**config.mk**
```make
export PLATFORM = sky130hd
export DESIGN_NAME = bin2bcd_seq
export DESIGN_NICKNAME = d
export VERILOG_FILES = /design/src/rtl/cond_add.sv /design/src/rtl/bin2bcd_seq.sv
export SDC_FILE = /design/constraint.sdc
export NUM_CORES = 1
export LEC_CHECK = 0
export CAP_MARGIN = 0
export CORE_AREA = 2 2 117 85
export CTS_CLUSTER_DIAMETER = 40
export DETAILED_ROUTE_END_ITERATION = 10
export DIE_AREA = 0 0 119 87
export GPL_ROUTABILITY_DRIVEN = 0
export SYNTH_ARGS = -nofsm -noshare
export SYNTH_HDL_FRONTEND = slang
export SYNTH_SLANG_ARGS = --single-unit
```
**constraint.sdc**
```tcl
create_clock -name clk -period 1.5 [get_ports clk]
set_input_delay 0.225 -clock clk [delete_from_list [all_inputs] [get_ports clk]]
set_output_delay 0.225 -clock clk [all_outputs]
set_load 0.02 [all_outputs]
```
**src/rtl/cond_add.sv**
```systemverilog
// Double-dabble digit adjuster: a BCD digit of 5 or more gets +3 so the
// following left shift carries correctly into the next decade.
module cond_add (
  input  logic [3:0] d,
  output logic [3:0] q
);

  assign q = (d >= 4'd5) ? d + 4'd3 : d;

endmodule

```
**src/rtl/bin2bcd_seq.sv**
```systemverilog
// Sequential binary-to-BCD converter (shift-and-add-3), one input bit per clock.
// Results are registered and change only when a conversion completes.
module bin2bcd_seq #(
  parameter int WIDTH  = 16,
  parameter int DIGITS = 5
) (
  input  logic                  clk,
  input  logic                  rst_n,
  input  logic                  start,
  input  logic [WIDTH-1:0]      bin,
  output logic                  busy,
  output logic                  done,
  output logic [4*DIGITS-1:0]   bcd,
  output logic                  overflow
);

  localparam int CW = (WIDTH > 1) ? $clog2(WIDTH) : 1;

  localparam logic [1:0] S_IDLE = 2'd0;
  localparam logic [1:0] S_CONV = 2'd1;
  localparam logic [1:0] S_DONE = 2'd2;

  logic [1:0]              state, state_nx;
  logic [WIDTH-1:0]        sr;
  logic [DIGITS-1:0][3:0]  scr, adj;
  logic                    ovf_st;
  logic [CW-1:0]           cnt;
  logic [4*DIGITS:0]       shifted;

  for (genvar g = 0; g < DIGITS; g++) begin : g_dig
    cond_add u_ca (.d(scr[g]), .q(adj[g]));
  end

  // Top bit is what falls out of the last digit; bottom bit is the next input bit.
  assign shifted = {adj, sr[WIDTH-1]};

  always_comb begin
    state_nx = state;
    case (state)
      S_IDLE:  if (start) state_nx = S_CONV;
      S_CONV:  if (cnt == '0) state_nx = S_DONE;
      S_DONE:  state_nx = S_IDLE;
      default: state_nx = S_IDLE;
    endcase
  end

  always_ff @(posedge clk or negedge rst_n) begin
    if (!rst_n) begin
      state    <= S_IDLE;
      sr       <= '0;
      scr      <= '0;
      ovf_st   <= 1'b0;
      cnt      <= '0;
      bcd      <= '0;
      overflow <= 1'b0;
    end else begin
      state <= state_nx;
      case (state)
        S_IDLE: if (start) begin
          sr     <= bin;
          scr    <= '0;
          ovf_st <= 1'b0;
          cnt    <= CW'(WIDTH - 1);
        end
        S_CONV: begin
          scr    <= shifted[4*DIGITS-1:0];
          sr     <= sr << 1;
          ovf_st <= ovf_st | shifted[4*DIGITS];
          if (cnt == '0) begin
            // Publish the digits produced by this final shift, not the stale scratch.
            bcd      <= shifted[4*DIGITS-1:0];
            overflow <= ovf_st | shifted[4*DIGITS];
          end else begin
            cnt <= cnt - CW'(1);
          end
        end
        default: ;
      endcase
    end
  end

  assign busy = (state != S_IDLE);
  assign done = (state == S_DONE);

endmodule
```
==> results.json <==
{
  "coreArea_sq_um": 9350,
  "seq_area_sq_um": 1600,
  "wl_microns": 7080,
  "synth_xor_area_frac": 0.0139,
  "async_flop_share": 1.00,
  "die_height_microns": 87,
  "min_path_type": "primary input to async pin",
  "h-tree-depth": 3,
  "synth_top_family_by_area": "simple AND/OR/NAND/NOR gates",
  "endpoint_kind": "flip-flop",
  "synth.net_count": 340,
  "synth-simple-area-share": 0.173,
  "ioPinCount": 42,
  "port_buffers": 41,
  "pre_cts_slack_ns": -0.342,
  "powerDensity_nw_per_um2": 2250,
  "drc": 0,
  "synth_flop_cell": "dfrtp_1",
  "clock.fmax_mhz": 600,
  "first_global_vias": 2368,
  "synth_fa_ha_area_frac": 0.0436,
  "hold_viol": 0,
  "avgSynthCellArea_sq_um": 10.2,
  "total_leakage_power_nw": 2.06,
  "period_needed_ns": 1.67,
  "synth_mux_area_frac": 0.0690,
  "cts_sinks": 64,
  "seq_area_frac_synth": 0.508,
  "p_comb_frac": 0.491,
  "synth_cells": 310,
  "dieArea_sq_um": 10400,
  "drt_iter0_drc": 71,
  "multi_input_area_sq_um": 1570,
  "antenna_found_initial": 0,
  "layout_worst_path_cycle_share": 1.11,
  "path_clk_slew_ns": 0.05,
  "power_switching_mw": 3.75,
  "cts-root-buf": "clkbuf_16",
  "switching_share": 0.377,
  "final_nets": 415,
  "areaGrowthSynthToFinish_pct": 39.9,
  "crit_type": "flip-flop to flip-flop",
  "overflow": 0,
  "cts.path.max_buffers": 2,
  "rsz0062_at_grt": "yes",
  "outcome": "finished with violations",
  "final_util": 0.472,
  "postLayoutCellArea_sq_um": 4410,
  "synth_edf_count": 0,
  "postRouteAntennaNets": 0,
  "drive_above_1_share": 0.271,
  "antennaDiodeCount": 0,
  "failed_checks": "setup timing",
  "rows": 30,
  "via_per_inst": 4.78,
  "cap_violations": 0,
  "grt_pass1_wl_microns": 11500,
  "grt.total_usage": 0.141,
  "clock_skew_ns": 0.00671,
  "finalSetupTns_ns": -2.17,
  "placed_cell_area_sq_um": 3870,
  "synthDistinctLibCells": 35,
  "cts_tree": "done",
  "ir_drop_uv": 658,
  "arrival_ns": 1.88,
  "clockPowerShare": 0.187,
  "slew_violations": 0,
  "internal-power_mw": 6.20,
  "wl_per_cell_microns": 13.7,
  "seqPwrFrac": 0.322,
  "synth_warnings": 0,
  "synthesis.area_sq_um": 3150,
  "ys_ff_latch": 64,
  "cp.required_ns": 1.71,
  "fillers": 881,
  "setup_viol": 21,
  "relSlewSlack": 0.665,
  "grt_max_degree": 65,
  "die_w_microns": 119,
  "cts-buffers-inserted": 9,
  "start_util": 0.337,
  "dr.pass1.iters": 4,
  "fin_ws_ns": -0.168,
  "worst_pin_slew_ns": 0.501,
  "vias": 2462,
  "clock_latency_ns": 0.32,
  "synth_compound_area_frac": 0.139,
  "hpwl_microns": 4540,
  "start_kind": "flip-flop",
  "cp_max_fo": 10
}
==> cell families (layout without fill, tap and decap cells) <==
group | count (synthesis) | after routing
mux | 17 | 17
buf+inv | 29 | 106
compound gates | 73 | 73
simple gates | 111 | 111
flops | 64 | 64
xor+xnor | 5 | 5
fa+ha+maj | 11 | 11
==> through the flow <==
step | hold WS, ns | total power, mW | cells
2_1_floorplan | -0.0706 | 5.88 | 310
3_3_place_gp | 0.270 | 7.34 | 492
3_5_place_dp | 0.268 | 7.50 | 492
4_1_cts | 0.455 | 9.38 | 511
5_1_grt | 0.468 | 10.7 | 515
6_report | 0.438 | 9.95 | 515
==> registers in the layout (all words and copies together), names as in the netlist <==
signal,flops
bcd,20
scr,20
sr,16
cnt,4
state,2
overflow,1
ovf_st,1
==> power groups by stage <==
stage / combinational, mW / clock [mW] / sequential [mW]
2_1_floorplan: 2.51 / 0 / 3.37
6_report: 4.89 / 1.86 / 3.20
5_1_grt: 5.37 / 1.99 / 3.32
3_5_place_dp: 4.34 / 0 / 3.15
4_1_cts: 4.34 / 1.89 / 3.15
3_3_place_gp: 4.20 / 0 / 3.14
==> per-layer routing <==
layer  routed length [microns]  vias up  share of wire  global-route usage
met3                       312        8          0.044              0.0550
met2                      3310       46           0.47               0.223
met1                      3390     1189           0.48               0.183
li1                          -     1219              -                   -
met4                        66        0         0.0093              0.0314
met5                         0        -              0                   0
==> path summary, 6_finish.rpt <==
| path | end | from | slack (ns) | cells past startpoint |
|---|---|---|---|---|
| max | bcd[0] | cnt[0] | -0.17 | 7 |
| min | bcd[5] | rst_n | 0.44 | 3 |
| max reg2reg | bcd[0] | cnt[0] | -0.17 | 7 |
| min reg2reg | bcd[15] | bcd[15] | 0.47 | 2 |
| max in group asynchronous | state[1] | rst_n | 0.76 | 3 |
| min in group clk | sr[9] | bin[9] | 0.46 | 3 |
==> final cells by class <==
type | count | share of cell area
Inverter | 13 | 0.0111
Multi-Input combinational cell | 217 | 0.356
Clock buffer | 12 | 0.0581
Tap cell | 128 | 0.0363
Clock inverter | 1 | 0.00113
Sequential cell | 64 | 0.363
Timing Repair Buffer | 80 | 0.174
==> synth_stat cells (8+ instances only) <==
cell / instances / area (sq um)
dfrtp_1: 64 / 1600
inv_1: 12 / 45.0
nand2_1: 51 / 191
nor3b_1: 10 / 75.1
ha_1: 11 / 138
mux2_4: 9 / 135
nor2_1: 18 / 67.6
nand2b_1: 8 / 50.1
a22o_1: 11 / 96.3
nor3_1: 8 / 40.0
o21ai_0: 21 / 105
a31oi_1: 15 / 93.8
a21oi_1: 17 / 85.1
==> critical path, stage by stage, from the launching register on <==
cell and delay, ns:
dfrtp_1 0.38, inv_1 0.06, ha_2 0.19, nor3b_4 0.23, nand2_2 0.10, buf_4 0.15, buf_12 0.14, mux2_4 0.29
==> placed cells by master (no fill, tap or decap), types with 3 or more instances in the layout <==
cell type	count
clkdlybuf4s50_1	17
a21oi_4	5
a21oi_1	13
xnor2_1	5
mux2i_2	4
o21ai_1	7
a31oi_1	15
a22o_1	11
nand3_1	5
nand2b_4	5
nor3_1	6
inv_2	5
nor2_1	18
clkbuf_16	9
dlygate4sd2_1	20
o21ai_2	4
inv_1	8
buf_12	5
nand2_1	50
o21ai_0	15
nor3b_1	10
dfrtp_1	63
mux2_4	11
ha_1	5
nor2b_1	3
buf_4	32
ha_2	4
==> timing repair <==
action	4_1_cts	5_1_grt
setup buffers	4	4
hold buffers	1	0
pin swaps	1	13
setup endpoints to repair	55	37
resized for setup	37	43
endpoints found under the hold margin	64	0
cloned	1	0
No activity file was read; power rests on OpenSTA's default activity.
